===== config.mk =====
export PLATFORM = sky130hd
export DESIGN_NAME = extrema_scheduler_flat
export DESIGN_NICKNAME = d
export VERILOG_FILES = /design/src/rtl/extrema_scheduler_if.sv /design/src/rtl/extrema_scheduler.sv /design/src/flat_wrapper.sv
export SDC_FILE = /design/constraint.sdc
export NUM_CORES = 1
export LEC_CHECK = 0
export ABC_CLOCK_PERIOD_IN_PS = 6800
export CAP_MARGIN = 20
export CORE_MARGIN = 8
export CORE_UTILIZATION = 44
export DETAILED_ROUTE_END_ITERATION = 8
export DONT_BUFFER_PORTS = 1
export SLEW_MARGIN = 20
export SYNTH_ARGS = -nofsm -noshare
export SYNTH_HDL_FRONTEND = slang
export SYNTH_SLANG_ARGS = --single-unit

===== constraint.sdc =====
create_clock -name clk -period 6.8 [get_ports clk]
set_input_delay 0.68 -clock clk [delete_from_list [all_inputs] [get_ports clk]]
set_output_delay 0.68 -clock clk [all_outputs]
set_load 0.005 [all_outputs]

===== src/rtl/extrema_scheduler_if.sv =====
// Keypoint stream from extrema_scheduler to the descriptor stage.
// Show-ahead valid/ready: the head entry is presented while kp_valid is high.
interface extrema_scheduler_if #(
  parameter int DIMENSION   = 64,
  parameter int NUM_LAYERS  = 4,
  parameter int NUM_OCTAVES = 3
);
  localparam int XY_W  = $clog2(DIMENSION);
  localparam int OCT_W = $clog2(NUM_OCTAVES);
  localparam int LAY_W = $clog2(NUM_LAYERS);

  logic             kp_valid;
  logic             kp_ready;
  logic [XY_W-1:0]  kp_x;
  logic [XY_W-1:0]  kp_y;
  logic [OCT_W-1:0] kp_octave;
  logic [LAY_W-1:0] kp_layer;
  logic             kp_is_max;

  modport master (
    output kp_valid, kp_x, kp_y, kp_octave, kp_layer, kp_is_max,
    input  kp_ready
  );

  modport slave (
    input  kp_valid, kp_x, kp_y, kp_octave, kp_layer, kp_is_max,
    output kp_ready
  );
endinterface


===== src/rtl/extrema_scheduler.sv =====
// Sweeps check_extrema over every adjacent DoG layer pair and queues reported extrema.
// Optional pair timeout: define EXTREMA_SCHED_TIMEOUT_EN.
module extrema_scheduler #(
  parameter int DIMENSION   = 64,
  parameter int NUM_LAYERS  = 4,
  parameter int NUM_OCTAVES = 3,
  parameter int FIFO_DEPTH  = 16
) (
  input  logic                           clk,
  input  logic                           rst_in,
  input  logic                           start,
  output logic                           busy,
  output logic                           done,
  output logic [$clog2(NUM_OCTAVES)-1:0] pair_octave,
  output logic [$clog2(NUM_LAYERS)-1:0]  pair_layer,
  output logic                           chk_enable,
  input  logic                           chk_done,
  input  logic [$clog2(DIMENSION)-1:0]   chk_x,
  input  logic [$clog2(DIMENSION)-1:0]   chk_y,
  input  logic                           chk_first_is_extremum,
  input  logic                           chk_second_is_extremum,
  input  logic                           chk_first_is_max,
  input  logic                           chk_second_is_max,
  extrema_scheduler_if.master            kp,
  output logic [15:0]                    drop_count,
  output logic                           timeout_flag
);
  localparam int XY_W  = $clog2(DIMENSION);
  localparam int OCT_W = $clog2(NUM_OCTAVES);
  localparam int LAY_W = $clog2(NUM_LAYERS);
  localparam int PTR_W = $clog2(FIFO_DEPTH);
  localparam int CNT_W = PTR_W + 1;

  typedef enum logic [2:0] {S_IDLE, S_ARM, S_GUARD, S_RUN, S_NEXT, S_FIN} state_t;

  typedef struct packed {
    logic [XY_W-1:0]  x;
    logic [XY_W-1:0]  y;
    logic [OCT_W-1:0] octave;
    logic [LAY_W-1:0] layer;
    logic             is_max;
  } kp_entry_t;

  state_t           state;
  kp_entry_t        mem [FIFO_DEPTH];
  kp_entry_t        head, entry_a, entry_b;
  logic [PTR_W-1:0] wr_ptr, rd_ptr;
  logic [CNT_W-1:0] count;
  logic [CNT_W:0]   free_slots;
  logic             pop, want_a, want_b, push_a, push_b, timeout_hit, last_pair;
  logic [1:0]       n_push, n_drop;
  logic [16:0]      drop_sum;

  // NOTE: every always_comb output gets a value on every path, so no latch can be inferred.
  always_comb begin
    pop        = (count != '0) && kp.kp_ready;
    want_a     = (state == S_RUN) && chk_first_is_extremum;
    want_b     = (state == S_RUN) && chk_second_is_extremum;
    free_slots = (CNT_W+1)'(FIFO_DEPTH) - {1'b0, count} + (CNT_W+1)'(pop);
    // With a single free slot the lower-layer entry takes it.
    push_a     = want_a && (free_slots != '0);
    push_b     = want_b && (free_slots > (CNT_W+1)'(push_a));
    n_push     = {1'b0, push_a} + {1'b0, push_b};
    n_drop     = {1'b0, want_a & ~push_a} + {1'b0, want_b & ~push_b};
    drop_sum   = {1'b0, drop_count} + 17'(n_drop);
    entry_a    = '{x: chk_x, y: chk_y, octave: pair_octave, layer: pair_layer,
                   is_max: chk_first_is_max};
    entry_b    = '{x: chk_x, y: chk_y, octave: pair_octave, layer: pair_layer + LAY_W'(1),
                   is_max: chk_second_is_max};
    last_pair  = (pair_octave == OCT_W'(NUM_OCTAVES - 1)) &&
                 (pair_layer == LAY_W'(NUM_LAYERS - 2));
  end

  // NOTE: keypoint storage has no reset; only pointers and count are cleared, and the
  // outputs are gated by kp_valid so stale contents never escape.
  always_ff @(posedge clk) begin
    if (push_a) mem[wr_ptr] <= entry_a;
    if (push_b) mem[push_a ? wr_ptr + PTR_W'(1) : wr_ptr] <= entry_b;
  end

  // NOTE: all sequential state uses non-blocking assignment so every register sees
  // pre-edge values regardless of statement order.
  always_ff @(posedge clk or negedge rst_in) begin
    if (!rst_in) begin
      wr_ptr     <= '0;
      rd_ptr     <= '0;
      count      <= '0;
      drop_count <= '0;
    end else begin
      wr_ptr     <= wr_ptr + PTR_W'(n_push);
      if (pop) rd_ptr <= rd_ptr + PTR_W'(1);
      count      <= count + CNT_W'(n_push) - CNT_W'(pop);
      drop_count <= drop_sum[16] ? 16'hFFFF : drop_sum[15:0];
    end
  end

  assign head         = mem[rd_ptr];
  assign kp.kp_valid  = (count != '0);
  assign kp.kp_x      = kp.kp_valid ? head.x      : '0;
  assign kp.kp_y      = kp.kp_valid ? head.y      : '0;
  assign kp.kp_octave = kp.kp_valid ? head.octave : '0;
  assign kp.kp_layer  = kp.kp_valid ? head.layer  : '0;
  assign kp.kp_is_max = kp.kp_valid ? head.is_max : 1'b0;

`ifdef EXTREMA_SCHED_TIMEOUT_EN
  localparam int TMO_LIMIT = 4 * DIMENSION * DIMENSION;
  localparam int TMO_W     = $clog2(TMO_LIMIT + 1);

  logic [TMO_W-1:0] tmo_cnt;

  // Fires on the cycle that completes TMO_LIMIT cycles spent in GUARD/RUN.
  assign timeout_hit = (state == S_RUN) && !chk_done && (tmo_cnt == TMO_W'(TMO_LIMIT - 1));

  always_ff @(posedge clk or negedge rst_in) begin
    if (!rst_in) begin
      tmo_cnt      <= '0;
      timeout_flag <= 1'b0;
    end else begin
      tmo_cnt <= (state == S_GUARD || state == S_RUN) ? tmo_cnt + TMO_W'(1) : '0;
      if (timeout_hit) timeout_flag <= 1'b1;
    end
  end
`else
  assign timeout_hit  = 1'b0;
  assign timeout_flag = 1'b0;
`endif

  always_ff @(posedge clk or negedge rst_in) begin
    if (!rst_in) begin
      state       <= S_IDLE;
      busy        <= 1'b0;
      done        <= 1'b0;
      chk_enable  <= 1'b0;
      pair_octave <= '0;
      pair_layer  <= '0;
    end else begin
      chk_enable <= 1'b0;
      done       <= 1'b0;
      unique case (state)
        S_IDLE: if (start) begin
          state       <= S_ARM;
          busy        <= 1'b1;
          chk_enable  <= 1'b1;
          pair_octave <= '0;
          pair_layer  <= '0;
        end
        S_ARM:   state <= S_GUARD;
        // A done left over from the previous pair is ignored here.
        S_GUARD: state <= S_RUN;
        S_RUN:   if (chk_done || timeout_hit) state <= S_NEXT;
        S_NEXT: if (last_pair) begin
          state <= S_FIN;
          busy  <= 1'b0;
          done  <= 1'b1;
        end else begin
          state      <= S_ARM;
          chk_enable <= 1'b1;
          if (pair_layer < LAY_W'(NUM_LAYERS - 2)) begin
            pair_layer <= pair_layer + LAY_W'(1);
          end else begin
            pair_layer  <= '0;
            pair_octave <= pair_octave + OCT_W'(1);
          end
        end
        S_FIN:   state <= S_IDLE;
        default: state <= S_IDLE;
      endcase
    end
  end
endmodule


===== src/flat_wrapper.sv =====
// flat-port wrapper written by rule: the top's interface ports become plain ports
module extrema_scheduler_flat 
#(
  parameter int DIMENSION   = 64,
  parameter int NUM_LAYERS  = 4,
  parameter int NUM_OCTAVES = 3,
  parameter int FIFO_DEPTH  = 16
)
  (clk, rst_in, start, busy, done, pair_octave, pair_layer, chk_enable, chk_done, chk_x, chk_y, chk_first_is_extremum, chk_second_is_extremum, chk_first_is_max, chk_second_is_max, drop_count, timeout_flag, kp_kp_valid, kp_kp_x, kp_kp_y, kp_kp_octave, kp_kp_layer, kp_kp_is_max, kp_kp_ready);
  extrema_scheduler_if #(.DIMENSION(DIMENSION), .NUM_LAYERS(NUM_LAYERS), .NUM_OCTAVES(NUM_OCTAVES)) kp_i ();
  input  logic clk;
  input  logic rst_in;
  input  logic start;
  output logic busy;
  output logic done;
  output logic [$clog2(NUM_OCTAVES)-1:0] pair_octave;
  output logic [$clog2(NUM_LAYERS)-1:0] pair_layer;
  output logic chk_enable;
  input  logic chk_done;
  input  logic [$clog2(DIMENSION)-1:0] chk_x;
  input  logic [$clog2(DIMENSION)-1:0] chk_y;
  input  logic chk_first_is_extremum;
  input  logic chk_second_is_extremum;
  input  logic chk_first_is_max;
  input  logic chk_second_is_max;
  output logic [15:0] drop_count;
  output logic timeout_flag;
  output wire logic [$bits(kp_i.kp_valid)-1:0] kp_kp_valid;
  output wire logic [$bits(kp_i.kp_x)-1:0] kp_kp_x;
  output wire logic [$bits(kp_i.kp_y)-1:0] kp_kp_y;
  output wire logic [$bits(kp_i.kp_octave)-1:0] kp_kp_octave;
  output wire logic [$bits(kp_i.kp_layer)-1:0] kp_kp_layer;
  output wire logic [$bits(kp_i.kp_is_max)-1:0] kp_kp_is_max;
  input wire logic [$bits(kp_i.kp_ready)-1:0] kp_kp_ready;
  assign kp_kp_valid = kp_i.kp_valid;
  assign kp_kp_x = kp_i.kp_x;
  assign kp_kp_y = kp_i.kp_y;
  assign kp_kp_octave = kp_i.kp_octave;
  assign kp_kp_layer = kp_i.kp_layer;
  assign kp_kp_is_max = kp_i.kp_is_max;
  assign kp_i.kp_ready = kp_kp_ready;
  extrema_scheduler #(.DIMENSION(DIMENSION), .NUM_LAYERS(NUM_LAYERS), .NUM_OCTAVES(NUM_OCTAVES), .FIFO_DEPTH(FIFO_DEPTH)) u_core (.clk(clk), .rst_in(rst_in), .start(start), .busy(busy), .done(done), .pair_octave(pair_octave), .pair_layer(pair_layer), .chk_enable(chk_enable), .chk_done(chk_done), .chk_x(chk_x), .chk_y(chk_y), .chk_first_is_extremum(chk_first_is_extremum), .chk_second_is_extremum(chk_second_is_extremum), .chk_first_is_max(chk_first_is_max), .chk_second_is_max(chk_second_is_max), .kp(kp_i), .drop_count(drop_count), .timeout_flag(timeout_flag));
endmodule

Word level (Yosys, flattened, before mapping):

Memories as Yosys holds them, arrays and structs flattened.
Cells that the tools add are included.

* add/sub/neg operators: 12
* $lt $le $gt $ge: 2
* equality and inequality tests: 11
* mux-type cells: 30
* bitwise gates (word level): 4
* reductions and logical operators: 14

Operators by type and width (count)
* 16-bit by 2-bit adder with 17-bit output: 1
* 16-bit 2-to-1 mux: 1
* 3-bit case mux with 5 select lines: 1
* 2-bit 2-to-1 mux: 7
* 6-bit 2-to-1 mux: 2
* 1-bit 2-to-1 mux: 11
* 3-bit 2-to-1 mux: 3
* 4-bit by 1-bit adder with 4-bit output, second input constant: 2
* 2-bit != test, second input constant: 4
* 2-bit case mux with 2 select lines: 2
* 6-bit by 1-bit adder with 6-bit output: 1
* 3-bit by 2-bit == test with 1-bit output, second input constant: 2
* 6-bit by 1-bit > comparator with 1-bit output: 1
* 1-bit logical AND: 6
* 3-bit AND reduction: 2
* 6-bit nonzero test: 1
* 5-bit by 5-bit subtractor with 6-bit output, first input constant: 1
* 5-bit by 2-bit adder with 5-bit output: 1
* 5-bit nonzero test: 1
* 5-bit by 1-bit subtractor with 5-bit output: 1
* 1-bit by 1-bit adder with 2-bit output: 2
* 2-bit by 1-bit adder with 2-bit output, second input constant: 2
* 4-bit by 2-bit adder with 4-bit output: 1
* 2-bit == test, second input constant: 2
* 12 further kinds: 15

* register bits: 39
* memory bits (writable): 272
* input port bits: 21
* logic and storage cells: 84
* memories: 1

Memories
* u_core.mem: words 16, width 17, rd ports 1, clocked after memory_dff 0, write ports 2, line extrema_scheduler.sv:45 `kp_entry_t mem [FIFO_DEPTH];`

Logic depth before layout (Yosys ltp):

* depth in word-level cells: 12
* depth in mapped cells: 28

Worst setup path after synthesis:

OpenSTA, ideal clock, no wires.

* path kind: register to register
* start: register u_core.count[3]
* end: register u_core.drop_count[0]
* arrival: 5.212 ns
* data required time: 6.732 ns
* path slack: 1.520 ns
* cell stages (with the launch flop): 29
* path buffers: 2
* period minus slack after synthesis: 5.280 ns
* cells stage by stage: dfrtp_1 inv_1 ha_1 nor4b_1 inv_1 nand2_1 ha_1 inv_1 ha_1 a211oi_1 a21o_1 o211ai_4 nand2_2 inv_1 buf_2 ha_1 nor2_1 a211oi_4 nand3_1 fa_1 inv_1 ha_1 and3_1 and3_1 and2_1 nor2b_1 nand4_1 clkbuf_1 nand2_1

* word-level cells in the longest chain between the ends: 12
* elaborated cells between the ends (all ways): 15
* classes of those cells: 4 x add/sub; 1 x order compare; 1 x mux; 4 x bitwise; 5 x reduce/logical

Ends and longest elaborated chain
* from (decl): line extrema_scheduler.sv:48 `logic [CNT_W-1:0] count;`
* from (signal assigned): line extrema_scheduler.sv:92 `count <= count + CNT_W'(n_push) - CNT_W'(pop);`
* branches (longest 2 deep; another with 5-bit by 5-bit subtractor with 6-bit output)
* 6-bit by 1-bit adder with 6-bit output *: line extrema_scheduler.sv:59 `free_slots = (CNT_W+1)'(FIFO_DEPTH) - {1'b0, count} + (CNT_W+1)'(pop);`
* 6-bit nonzero test: line extrema_scheduler.sv:61 `push_a = want_a && (free_slots != '0);`
* 1-bit logical AND: line extrema_scheduler.sv:61
* 6-bit by 1-bit > comparator with 1-bit output: line extrema_scheduler.sv:62 `push_b = want_b && (free_slots > (CNT_W+1)'(push_a));`
* 1-bit logical AND: line extrema_scheduler.sv:62
* 1-bit inverter: line extrema_scheduler.sv:64 `n_drop = {1'b0, want_a & ~push_a} + {1'b0, want_b & ~push_b};`
* 1-bit AND: line extrema_scheduler.sv:64
* 1-bit by 1-bit adder with 2-bit output *: line extrema_scheduler.sv:64
* 16-bit by 2-bit adder with 17-bit output *: line extrema_scheduler.sv:65 `drop_sum = {1'b0, drop_count} + 17'(n_drop);`
* 16-bit 2-to-1 mux *: line extrema_scheduler.sv:93 `drop_count <= drop_sum[16] ? 16'hFFFF : drop_sum[15:0];`
* to (signal assigned): line extrema_scheduler.sv:93
* to (decl): line extrema_scheduler.sv:25 `output logic [15:0] drop_count,`

Mark *: on every way between the ends.
A chain may end at the register's enable or synchronous reset.

Worst setup path after layout:

* start: register u_core.count[3]
* end: register u_core.drop_count[8]

The elaborated chain is that of the path after synthesis.

==> reports/results.tsv <==
stage	metric	value	unit
status	status	complete, no violations	
floorplanning	Top Ports	63	
global_routing	grt ovf	0	
power_and_ir_drop	Int Power	4.23	mW
floorplanning	Die Y	192	µm
power_and_ir_drop	Clk pwr share	27.1	%
synthesis	area leader, netlist	edfxtp_1	
critical_path	Worst Setup SP	u_core.count[3]	
synthesis	xor/xnor share of the synthesized area	2.20	%
detailed_routing	final antenna-violating net count	0	
run	max-cap violations	0	
detailed_routing	routed wire length	29900	µm
detailed_routing	drt pass-1 iters	5	
place	Port Buffer Count	0	
critical_path	Worst path max stage delay	0.48	ns
final_layout	final instance area	15100	µm²
clock_network	Max clock buf depth	3	
critical_path	slowest cell on the critical path	a211oi_4	
global_routing	All-Layer GR Usage	16.4	%
timing	unrepaired setup endpoints after global routing	no	
timing	Max-Slew Margin vs Limit	29.7	%
synthesis	multiplexer area fraction after synthesis	17.0	%
synthesis	Yosys reg bits	311	
synthesis	post-synth cell types	58	
power_and_ir_drop	Logic pwr share	29.7	%
clock_network	CTS tree	yes	
global_routing	first-pass GRT wire length	44900	µm
detailed_routing	DR DRC count	0	
detailed_routing	Via Count	6870	
timing	period utilization	90.7	%
global_routing	largest net degree at the start of global routing	44	
synthesis	synthesized netlist cell count	755	
worst_hold_path	Tightest Hold Check Type	in2reg	
critical_path	Crit Path Max Fanout	19	
synthesis	Syn. warnings	0	
detailed_routing	via/cell ratio	5.76	
clock_network	htree depth	1	
timing	Worst Skew	0.00766	ns
final_layout	share of cells above drive strength 1	24.7	%
final_layout	Finished Core Util	49.6	%
floorplanning	FP Rows	64	
synthesis	Area contributors post-synth	edfxtp_1 (60%), mux4_2 (14%), dfrtp_1 (7.2%)	
clock_network	clock root cell	clkbuf_16	
synthesis	Synth Area in Adders	2.66	%
synthesis	compound-gate portion of the synthesized area	2.95	%
final_layout	NumNets Final	819	
critical_path	R2R depth	28	
floorplanning	die width	192	µm
timing	Slew Viols, Final	0	
power_and_ir_drop	P_leak	5.23	nW
critical_path	reg2reg start	u_core.count[3]	
synthesis	sequential fraction of the synthesis area	67.5	%
critical_path	worst r2r dst	u_core.drop_count[8]	
critical_path	worst setup path class	reg2reg	
critical_path	WP data required	7.28	ns
critical_path	r2r setup slk	0.63	ns
timing	WHS	0.204	ns
critical_path	Setup crit end	u_core.drop_count[8]	
timing	Worst-Margin Slew	1.05	ns
final_layout	antenna cell count	0	
synthesis	Post-synth EDFFs	272	
synthesis	ys flop type	edfxtp_1	
synthesis	area share of the largest cell type after synthesis	60.3	%
timing	final setup vio count	0	
timing	setup TNS	0	ns
place	GP Congestion	0.872	
floorplanning	initial core utilization	44.5	%
synthesis	syn_nets	803	
final_layout	Layout area overhead	11.3	%
synthesis	Mean Syn Cell Area	18.0	µm²
floorplanning	die area	36700	µm²
detailed_routing	First DRT Iteration DRCs	679	
global_routing	vias in the first global route	7221	
floorplanning	core area	30400	µm²
synthesis	Mapped Area	13600	µm²
power_and_ir_drop	worst vdd ir	0.239	mV
clock_network	Sink Count	311	
place	hpwl dp	18000	µm
synthesis	simple-gate share of the synthesized area	5.75	%
critical_path	Critical Path AT	6.65	ns
power_and_ir_drop	Seq pwr share	43.3	%
clock_network	Reg clk slew, reported paths	0.06	ns
clock_network	post-CTS sizing	0	
timing	FMAX	162	MHz
power_and_ir_drop	PD cells	409	nW/µm²
power_and_ir_drop	switching portion of total power	31.4	%
clock_network	total clock buffers created by CTS	31	
clock_network	clk_lat worst skew	0.57	ns
timing	Hold Fails Final Rpt	0	
synthesis	main combinational cell family by area after synthesis	multiplexers	
global_routing	antenna violations before repair	0	
detailed_routing	routed length per instance	25.1	µm
synthesis	ys async rst share	12.5	%
critical_path	CP Launch Type	flip-flop	
timing	min cycle time layout	6.17	ns
power_and_ir_drop	NetSw	1.94	mW
critical_path	element type at the critical path end	flip-flop	
place	area post-placement	14000	µm²
area by class of cell:
type,instances,area (µm²)
clock buffer,44,875
clock inverter,14,128
fill,2489,15300
inverter,29,109
multi-input combinational,378,4160
sequential,311,9150
tap,396,495
timing repair buffer,20,165
synthesized netlist by cell type (2+ instances only):
cell type,number
o21ai_0,9
nor4_1,2
clkbuf_1,24
nand2b_1,5
ha_1,24
a22oi_1,2
a21o_1,7
a41o_1,2
a22o_1,2
xor2_1,8
a31oi_1,6
mux4_2,85
inv_1,28
nor2_1,19
buf_2,9
nand2_1,46
o21a_1,2
o31ai_1,2
nor4b_1,2
a21oi_1,5
and3_1,5
xnor2_1,26
mux2i_1,3
a211oi_4,2
nand3b_1,3
dfrtp_1,39
nor3_1,7
nand3_1,15
buf_1,2
nand4_1,8
nor4_4,2
and4bb_2,2
and2_1,20
mux2_2,32
nor2b_1,4
fa_1,3
edfxtp_1,272
routing by layer:
| layer | GRT usage, % | share of wire [%] |
|---|---|---|
| met3 | 3.81 | 6.3 |
| met5 | 0 | 0 |
| met2 | 27.2 | 49 |
| met1 | 21.1 | 41 |
| met4 | 5.57 | 3.0 |
power groups by stage:
stage,Clock [mW],Combinational (mW),Sequential (mW)
after floorplan,0,1.56,2.47
after global placement,0,1.80,2.69
after detailed placement,0,1.85,2.71
after CTS,1.70,1.87,2.67
after global routing,1.76,1.99,2.71
final,1.67,1.83,2.67
cells in the final DEF (no fill, tap or decap), types with 3 or more instances in the layout:
master,instances
xor2_1,8
xnor2_1,26
clkbuf_16,31
and2_1,20
nand2b_1,5
ha_1,24
nand3b_1,3
edfxtp_1,272
buf_4,18
nor2_1,19
nor2b_1,4
dfrtp_1,37
clkinv_2,5
mux2i_1,3
nand2_1,46
mux4_2,85
nor3_1,7
nand3_1,15
clkinv_1,6
inv_1,28
a21o_1,7
clkbuf_1,8
o21ai_0,9
a31oi_1,6
clkbuf_8,5
fa_1,3
a21oi_1,5
nand4_1,8
and3_1,5
mux2_2,32
worst min path at each step:
stage | from | to | slack, ns | cells past startpoint
2_1_floorplan | rst_in | u_core.busy | 0.38 | 0
3_3_place_gp | rst_in | u_core.count[2] | 0.39 | 0
3_5_place_dp | rst_in | u_core.count[3] | 0.39 | 0
4_1_cts | chk_y[5] | u_core.mem[15][10] | 0.18 | 0
5_1_grt | chk_x[4] | u_core.mem[13][15] | 0.18 | 0
6_report | chk_y[5] | u_core.mem[15][10] | 0.20 | 0
per-stage QoR:
stage | setup WS (ns) | instances | total power [mW]
5_1_grt | 0.169 | 1192 | 6.47
6_report | 0.633 | 1192 | 6.17
4_1_cts | 0.402 | 1191 | 6.24
3_3_place_gp | 0.776 | 1131 | 4.49
3_5_place_dp | 0.416 | 1131 | 4.56
2_1_floorplan | 1.52 | 755 | 4.03
cells by family after synthesis:
group           after synthesis
compound gates               51
xor+xnor                     34
fa+ha+maj                    27
buf+inv                      66
flops                       311
mux                         120
other cells                   1
simple gates                145
state kept, by name, summed over array words and instances, names as in the netlist, 2 cells and up:
register and cells:
u_core.wr_ptr 4, u_core.drop_count 16, u_core.pair_octave 2, u_core.mem 272
u_core.rd_ptr 4, u_core.pair_layer 2, u_core.state 3, u_core.count 5
worst max-delay path, delay by kind of cell (launching register included):
family | cells | cell delay [ns]
AOI/OAI and AO/OA | 5 | 1.22
adders and majority gates | 6 | 1.67
buffers and inverters | 7 | 0.99
DFF | 1 | 0.41
and+or+nand+nor | 10 | 1.79
timing repair:
item                                   in CTS  in global routing
endpoints found under the hold margin      39                  0
setup buffers                               0                  1
setup endpoints to repair                   0                 13
hold buffers                                2                  0
Power figures use the tool's default switching activity.
